File: src/rtl/pwm_pkg.sv
// Shared definitions for PWM-side controllers: default duty width, ramp FSM
// states and the saturating step used to slew a duty word toward a target.
package pwm_pkg;

  localparam int unsigned DefaultDutyWidth = 8;

  typedef enum logic [0:0] {
    StIdle,
    StRamp
  } ramp_state_e;

  // Move cur toward tgt by at most step. Works on signed ints so the difference
  // can be negative and the result never wraps outside the 0..tgt span.
  function automatic int step_toward(input int cur, input int tgt, input int step);
    int diff;
    diff = tgt - cur;
    if (diff > step) begin
      return cur + step;
    end
    if (diff < -step) begin
      return cur - step;
    end
    return tgt;
  endfunction

endpackage

File: src/rtl/pwm_period_timer.sv
// Free-running PWM period counter. period_tick marks the last clock of each
// 2^DUTY_WIDTH-clock period, lining up with the PWM counter restart.
module pwm_period_timer #(
  parameter int unsigned DUTY_WIDTH = 8
) (
  input  logic clk,
  input  logic rst,
  output logic period_tick
);

  logic [DUTY_WIDTH-1:0] cnt_q, cnt_d;

  // Next count: natural wrap at 2^DUTY_WIDTH-1.
  always_comb begin
    cnt_d = cnt_q + DUTY_WIDTH'(1);
  end

  // Counter register with synchronous reset.
  always_ff @(posedge clk) begin
    if (rst) begin
      cnt_q <= '0;
    end else begin
      cnt_q <= cnt_d;
    end
  end

  assign period_tick = (cnt_q == '1);

endmodule

File: src/rtl/pwm_duty_ramp_ctrl.sv
// Rate-limited duty controller: accepts targets over valid/ready and slews
// duty_out toward the effective target by at most STEP counts, updating only
// on PWM period boundaries. Dropping enable ramps the output down to 0.
module pwm_duty_ramp_ctrl
  import pwm_pkg::*;
#(
  parameter int unsigned DUTY_WIDTH       = DefaultDutyWidth,
  parameter int unsigned STEP             = 4,
  parameter int unsigned PERIODS_PER_STEP = 2
) (
  input  logic                  clk,
  input  logic                  rst,
  input  logic                  enable,
  input  logic [DUTY_WIDTH-1:0] tgt_duty,
  input  logic                  tgt_valid,
  output logic                  tgt_ready,
  output logic [DUTY_WIDTH-1:0] duty_out,
  output logic                  period_tick,
  output logic                  busy,
  output logic                  done
);

  localparam int unsigned DivWidth = (PERIODS_PER_STEP > 1) ? $clog2(PERIODS_PER_STEP) : 1;
  localparam logic [DivWidth-1:0] DivLast = DivWidth'(PERIODS_PER_STEP - 1);

  ramp_state_e           state_q, state_d;
  logic [DivWidth-1:0]   step_div_q, step_div_d;
  logic [DUTY_WIDTH-1:0] target_q, target_d;
  logic [DUTY_WIDTH-1:0] duty_q, duty_d;
  logic                  busy_q, busy_d;
  logic                  done_q, done_d;
  logic [DUTY_WIDTH-1:0] eff;
  logic [DUTY_WIDTH-1:0] duty_step;

  pwm_period_timer #(
    .DUTY_WIDTH(DUTY_WIDTH)
  ) u_timer (
    .clk        (clk),
    .rst        (rst),
    .period_tick(period_tick)
  );

  assign tgt_ready = enable & ~rst;
  assign eff       = enable ? target_q : '0;
  assign duty_step = DUTY_WIDTH'(step_toward(int'(duty_q), int'(eff), int'(STEP)));

  // Target capture, ramp FSM next-state and duty update.
  always_comb begin
    target_d   = target_q;
    state_d    = state_q;
    step_div_d = step_div_q;
    duty_d     = duty_q;
    done_d     = 1'b0;

    if (tgt_valid && tgt_ready) begin
      target_d = tgt_duty;
    end

    unique case (state_q)
      StIdle: begin
        step_div_d = '0;
        if (eff != duty_q) begin
          state_d = StRamp;
        end
      end
      StRamp: begin
        if (eff == duty_q) begin
          // Retargeted onto the current output: finish without touching duty.
          state_d    = StIdle;
          step_div_d = '0;
          done_d     = 1'b1;
        end else if (period_tick) begin
          if (step_div_q == DivLast) begin
            step_div_d = '0;
            duty_d     = duty_step;
            if (duty_step == eff) begin
              state_d = StIdle;
              done_d  = 1'b1;
            end
          end else begin
            step_div_d = step_div_q + DivWidth'(1);
          end
        end
      end
      default: state_d = StIdle;
    endcase

    busy_d = (state_d == StRamp);
  end

  // State registers with synchronous reset; reset drops duty straight to 0.
  always_ff @(posedge clk) begin
    if (rst) begin
      state_q    <= StIdle;
      step_div_q <= '0;
      target_q   <= '0;
      duty_q     <= '0;
      busy_q     <= 1'b0;
      done_q     <= 1'b0;
    end else begin
      state_q    <= state_d;
      step_div_q <= step_div_d;
      target_q   <= target_d;
      duty_q     <= duty_d;
      busy_q     <= busy_d;
      done_q     <= done_d;
    end
  end

  assign duty_out = duty_q;
  assign busy     = busy_q;
  assign done     = done_q;

endmodule

File: config.mk
export PLATFORM = sky130hd
export DESIGN_NAME = pwm_duty_ramp_ctrl
export DESIGN_NICKNAME = d
export VERILOG_FILES = /design/src/rtl/pwm_pkg.sv /design/src/rtl/pwm_period_timer.sv /design/src/rtl/pwm_duty_ramp_ctrl.sv
export SDC_FILE = /design/constraint.sdc
export NUM_CORES = 1
export LEC_CHECK = 0
export BUFFER_PORTS_ARGS = -buffer_cell sky130_fd_sc_hd__buf_2
export CAP_MARGIN = 30
export CORE_MARGIN = 8
export CORE_UTILIZATION = 53
export DETAILED_ROUTE_END_ITERATION = 10
export PLACE_DENSITY = 0.78
export SYNTH_ARGS = -nofsm -noshare
export SYNTH_HDL_FRONTEND = slang
export SYNTH_SLANG_ARGS = --single-unit
File: constraint.sdc
create_clock -name clk -period 4.4 [get_ports clk]
set_clock_uncertainty 0.2 [all_clocks]
set_input_delay 0.22 -clock clk [delete_from_list [all_inputs] [get_ports clk]]
set_output_delay 0.22 -clock clk [all_outputs]
set_load 0.05 [all_outputs]
==> metrics, run 1 <==
worst skew pair latency 0.27 ns; Layout area overhead 13.9%; cts bufs inserted 3; Hold Crit Class in2reg; Hold Buf Count CTS 8; RSZ-0062 raised after global routing false; max-cap viol count 0; r2r setup slk 0.34 ns; Multi-input gate area between 0.001 and 0.0015 mm^2; fin nets between 300 and 400; Lkg Pwr 0.993 nW; Worst Path Required between 4 and 5 ns; Final Hold Vio Count 0; Tot GR Track Use 17.9%; Synth cell types between 50 and 60; worst r2r src target_q[0]$_SDFFE_PP0P_; ys flop type dfxtp_1; net load switching power between 150 and 200 uW; DR WL/cell between 10 and 15 um; drc violations 0; power per cell area between 200 and 250 mW/mm^2; Rel. slew slack between 50% and 60%; crit-path max FO 8; first drt pass iteration count 5; placed inst area 0.00226 mm^2; worst hold endpoint target_q[4]$_SDFFE_PP0P_; Worst Max-Slew Pin Slew 0.628 ns; die height roughly 79 um; Clock Path Buffers 2; post-route cell area around 0.0024 mm^2; Root Driver clkbuf_8; post-DP HPWL just over 4 mm; # IOs 24; ys async rst share 0%; I/O Buffers 23; Placer Congestion just under 1; Gate power share around a quarter; Sw Share about a third; Worst Path Arrival around 4 ns; CP Class reg2reg; initial antenna violation count 0; endpoints failing setup 0; Worst Setup End Kind flip-flop; largest net degree at the start of global routing 29; Clock Pin Slew Worst Setup and Hold Paths about 0.090 ns; setup TNS 0 ns; cell area after synthesis 0.00210 mm^2; status complete, no violations; row count 23; Final ANT Viol Nets 0; Core Region around 0.0039 mm^2; Antenna Cells 0; Fill cells approximately 380; FF/Latch Area about 540 um^2; Syn Nets 299; Yosys Warn Count 0; Starting Density between 50% and 60%; Fmax ~250 MHz; Internal around 370 uW; FF-to-FF End busy$_SDFF_PP0_; area of the die approximately 0.0062 mm^2; average via count per standard cell ~6; htree depth 1; Clock power frac between 20% and 30%; sequential fraction of the synthesis area about 26%; Seq pwr share between 40 and 50%; Iter 0 DRT Violations between 150 and 200; DIE WIDTH around 80 um; min Tclk post-route a little over 4 ns; vias in the first global route 2020; r2r worst-path depth 13; Post-Route WL 5.29 mm; Post-synth EDFFs 0; Hold Path Depth 3; Mapped Avg Cell Area around 7.6 um^2; cell count after synthesis ~280; post-CTS setup buffers 0; first-pass GRT wire length 9.15 mm; Synth Register Bits 27; share of layout cells above drive strength 1 approximately an eighth; Hold Path Origin tgt_valid; PostCTS Resize Cnt 0; period utilization slightly above 90%; Final Max Tran Viols 0; grt total ovfl 0; clock sink total 27; Max IR drop VDD between 0.2 and 0.25 mV; vias post-DR 2091; CTS tree built; startpoint types flip-flop
-- flip-flops by register name, summed over array words and instances (netlist names) --
register	flops
busy	1
done	1
duty_out	8
step_div_q	1
target_q	8
u_timer.cnt_q	8
-- cell families (layout without fill, tap and decap cells) --
logic type      Yosys count  in the layout  synth area share [%]
xor+xnor                 17             17                  7.10
flops                    27             27                  25.8
compound gates           84             84                  28.4
fa+ha+maj                10             10                  6.33
buf+inv                  26             53                  4.90
mux                       1              1                 0.478
simple gates            112            112                  27.0
-- worst max path at each step --
stage | from | cells past startpoint | slack (ns) | end
5_1_grt | target_q[0]$_SDFFE_PP0P_ | 13 | 0.12 | busy$_SDFF_PP0_
4_1_cts | target_q[0]$_SDFFE_PP0P_ | 13 | 0.39 | busy$_SDFF_PP0_
3_5_place_dp | enable | 14 | 0.24 | busy$_SDFF_PP0_
6_report | target_q[0]$_SDFFE_PP0P_ | 13 | 0.34 | busy$_SDFF_PP0_
2_1_floorplan | enable | 16 | 0.33 | done$_SDFF_PP0_
3_3_place_gp | enable | 14 | 0.37 | done$_SDFF_PP0_
-- per-stage QoR --
stage               hold WS [ns]  total power, mW  std cells  setup WS [ns]  util [%]
CTS                       0.0758            0.544        354          0.391      61.0
floorplan                  0.167            0.364        277          0.327         -
detailed placement         0.246            0.398        342          0.241      57.7
global route              0.0911            0.572        354          0.117      61.0
global placement           0.232            0.395        342          0.374      57.7
finish                    0.0809            0.544        354          0.341      61.0
-- final cells by class --
cell class                 instances  area share, %
timing repair buffer              36           9.75
clock inverter                     1          0.315
tap                               50           2.62
sequential                        27           22.7
multi-input combinational        224           60.9
inverter                          13           2.05
clock buffer                       3           1.73
-- layer usage --
metal	up-vias	GRT usage, %	wire, um
met4	0	5.19	59
met5	-	0	0
met1	950	21.7	2380
li1	1057	-	-
met2	77	31.3	2510
met3	7	3.16	336
-- power by group through the flow --
stage          Combinational [mW]  Sequential (mW)  Clock [mW]
6_report                    0.145            0.257       0.142
5_1_grt                     0.159            0.258       0.155
4_1_cts                     0.142            0.257       0.145
3_5_place_dp                0.136            0.262           0
3_3_place_gp                0.133            0.262           0
2_1_floorplan              0.0985            0.266           0
-- synth_stat cells (2+ instances only) --
cell type / instances / share of area [%]
a221oi_1: 2 / 0.84
ha_1: 9 / 5.4
a21oi_1: 30 / 7.2
nor4_1: 2 / 0.60
nand2_1: 34 / 6.1
xor2_1: 9 / 3.8
nand3_1: 16 / 3.8
a211o_1: 2 / 0.84
o21ai_0: 14 / 3.3
a22o_1: 2 / 0.84
o31ai_1: 2 / 0.72
xnor2_1: 8 / 3.3
o211ai_1: 4 / 1.4
or3_1: 6 / 1.8
inv_1: 13 / 2.3
nand2b_1: 2 / 0.60
dfxtp_1: 27 / 26
buf_1: 2 / 0.36
a21o_1: 4 / 1.4
and2_1: 5 / 1.5
a21boi_1: 2 / 0.72
nor2_1: 20 / 3.6
nor2b_1: 4 / 1.2
and3_1: 4 / 1.2
o211a_1: 2 / 0.96
nor3_1: 7 / 1.7
o221ai_1: 2 / 0.84
clkbuf_1: 9 / 1.6
and4b_1: 3 / 1.4
a22oi_1: 2 / 0.72
-- worst max-delay path: stages (launching register included) --
cell	delay, ns
dfxtp_1	0.35
nand2_1	0.10
ha_1	0.22
fa_1	0.41
nand2b_1	0.17
o2bb2ai_2	0.16
o221a_1	0.23
or4_4	0.44
a2111oi_4	0.50
and4b_1	0.26
a211oi_2	0.25
mux2i_1	0.34
nor3b_1	0.10
a311oi_1	0.25
-- cells in the final DEF, fill, tap and decap left out, drive strengths merged, types with 4 or more instances in the layout --
cell type / count
nand3: 16
xor2: 9
a21o: 4
buf: 28
and2: 5
xnor2: 8
o211ai: 4
dfxtp: 27
nor2b: 4
or3: 6
a21oi: 30
ha: 9
o21ai: 14
dlygate4sd3: 8
nor2: 20
inv: 13
nand2: 34
nor3: 8
and3: 4
No activity file was read; power rests on OpenSTA's default activity.
==> inputs of run 2 (changes only) <==
--- a/config.mk
+++ b/config.mk
@@ -11,6 +11,7 @@
 export CORE_UTILIZATION = 53
 export DETAILED_ROUTE_END_ITERATION = 10
 export PLACE_DENSITY = 0.78
+export RECOVER_POWER = 100
 export SYNTH_ARGS = -nofsm -noshare
 export SYNTH_HDL_FRONTEND = slang
 export SYNTH_SLANG_ARGS = --single-unit
==> run 2 against run 1 <==
Against the previous run:
- critical path depth stayed put
- combinational power is 3% lower
- hold slack worse by 0.0014 ns
- power is 0.71% lower
- sequential power hardly changed
- die area stayed put
- clock-buffer cell count stayed put
- utilization is 0.61 points lower
- first-iteration DRC count is 5.2% higher
- cell count stayed put
- non-clock buffer count stayed put
- largest cell class unchanged
- largest power group unchanged
==> metrics, run 2 (same netlist as run 1, synthesis figures left out) <==
post-CTS setup buffers 0; min Tclk post-route a little over 4 ns; cts bufs inserted 3; Final Max Tran Viols 0; r2r setup slk about 0.34 ns; RSZ-0062 raised after global routing false; commonest non-fill, non-tap cell in the layout nand2_1; Final ANT Viol Nets 0; average via count per standard cell ~6.0; post-DP HPWL 4.03 mm; worst r2r src target_q[0]$_SDFFE_PP0P_; vias post-DR 2111; Placer Congestion between 0.9 and 1; # IOs 24; Core Region 0.00391 mm^2; largest net degree at the start of global routing 29; Hold Crit Class in2reg; Starting Density between 50 and 60%; share of layout cells above drive strength 1 just over 8%; htree depth 1; Worst Path Arrival around 4.1 ns; Clock Pin Slew Worst Setup and Hold Paths approximately 0.090 ns; first drt pass iteration count 5; crit-path max FO 6; initial antenna violation count 0; Max IR drop VDD between 0.2 and 0.25 mV; area of the die roughly 0.0062 mm^2; die height roughly 79 um; Root Driver clkbuf_8; worst skew pair latency 0.27 ns; status complete, no violations; Worst Path Required around 4.4 ns; clock sink total 27; Layout area overhead 12.7%; Worst Max-Slew Pin Slew about 1.1 ns; I/O Buffers 23; Post-Route WL roughly 5.3 mm; highest-count cells in the layout ignoring fill and taps 34 x nand2_1, 30 x a21oi_1, 27 x dfxtp_1; DR WL/cell 15.1 um; Hold Path Depth 3; Fmax ~250 MHz; period utilization between 90% and 100%; fin nets between 300 and 400; Worst Setup End Kind flip-flop; power per cell area 228 mW/mm^2; Lkg Pwr between 0.9 and 1 nW; drc violations 0; CP Class reg2reg; Rel. slew slack 24.2%; first-pass GRT wire length between 9 and 10 mm; row count 23; worst hold endpoint target_q[0]$_SDFFE_PP0P_; Clock Path Buffers 2; Tot GR Track Use 17.9%; grt total ovfl 0; Final Hold Vio Count 0; vias in the first global route ~2000; Hold Path Origin tgt_valid; endpoints failing setup 0; setup TNS 0 ns; startpoint types flip-flop; FF-to-FF End done$_SDFF_PP0_; Antenna Cells 0; r2r worst-path depth 13; CTS tree built; Total Power 540 uW; DIE WIDTH between 70 and 80 um; Iter 0 DRT Violations 162; max-cap viol count 0
[run 2: per-layer routing]
layer	vias to the layer above	wire length, um	global-route usage, %
met1	976	2420	21.7
met2	68	2540	31.3
met5	-	0	0
li1	1060	-	-
met4	0	64	5.19
met3	7	312	3.16
[run 2: final cells by class]
type	instances	area [um^2]
inverter	13	48.8
timing repair buffer	36	209
fill	392	1550
clock inverter	1	7.51
clock buffer	3	41.3
tap	50	62.6
sequential	27	541
multi-input combinational	224	1450
[run 2: how the worst max path moves through the flow]
stage	startpoint	end	cells past startpoint
2_1_floorplan	enable	done$_SDFF_PP0_	16
3_3_place_gp	enable	done$_SDFF_PP0_	14
3_5_place_dp	enable	busy$_SDFF_PP0_	14
4_1_cts	target_q[0]$_SDFFE_PP0P_	busy$_SDFF_PP0_	13
5_1_grt	target_q[0]$_SDFFE_PP0P_	busy$_SDFF_PP0_	13
6_report	target_q[0]$_SDFFE_PP0P_	done$_SDFF_PP0_	13
[run 2: report_power, final]
part | internal (mW) | total [mW] | switching [mW]
logic | 0.0523 | 0.141 | 0.0889
clock network | 0.0643 | 0.142 | 0.0773
registers | 0.251 | 0.257 | 0.00564
[run 2: critical path: stages, from the launching register on]
cell	delay (ns)
dfxtp_1	0.35
nand2_1	0.10
ha_1	0.22
fa_1	0.40
nand2b_1	0.17
o2bb2ai_2	0.16
o221a_1	0.23
or4_4	0.44
and3_1	0.23
a21oi_1	0.42
o21ai_0	0.25
a31o_2	0.32
a2111oi_2	0.35
o211a_1	0.16
[run 2: timing repair]
item | CTS | global route
endpoints found under the hold margin | 8 | 0
hold buffers | 8 | 0
gates resized for setup | 0 | 0
[run 2: stage by stage]
stage / hold slack (ns) / std cells / setup WS (ns) / instance area [um^2] / util [%]
finish: 0.0795 / 354 / 0.337 / 2360 / 60.4
global route: 0.0911 / 354 / 0.106 / 2360 / 60.4
CTS: 0.0758 / 354 / 0.391 / 2390 / 61.0
detailed placement: 0.246 / 342 / 0.241 / 2260 / 57.7
global placement: 0.232 / 342 / 0.374 / 2260 / 57.7
floorplan: 0.167 / 277 / 0.327 / 2100 / -
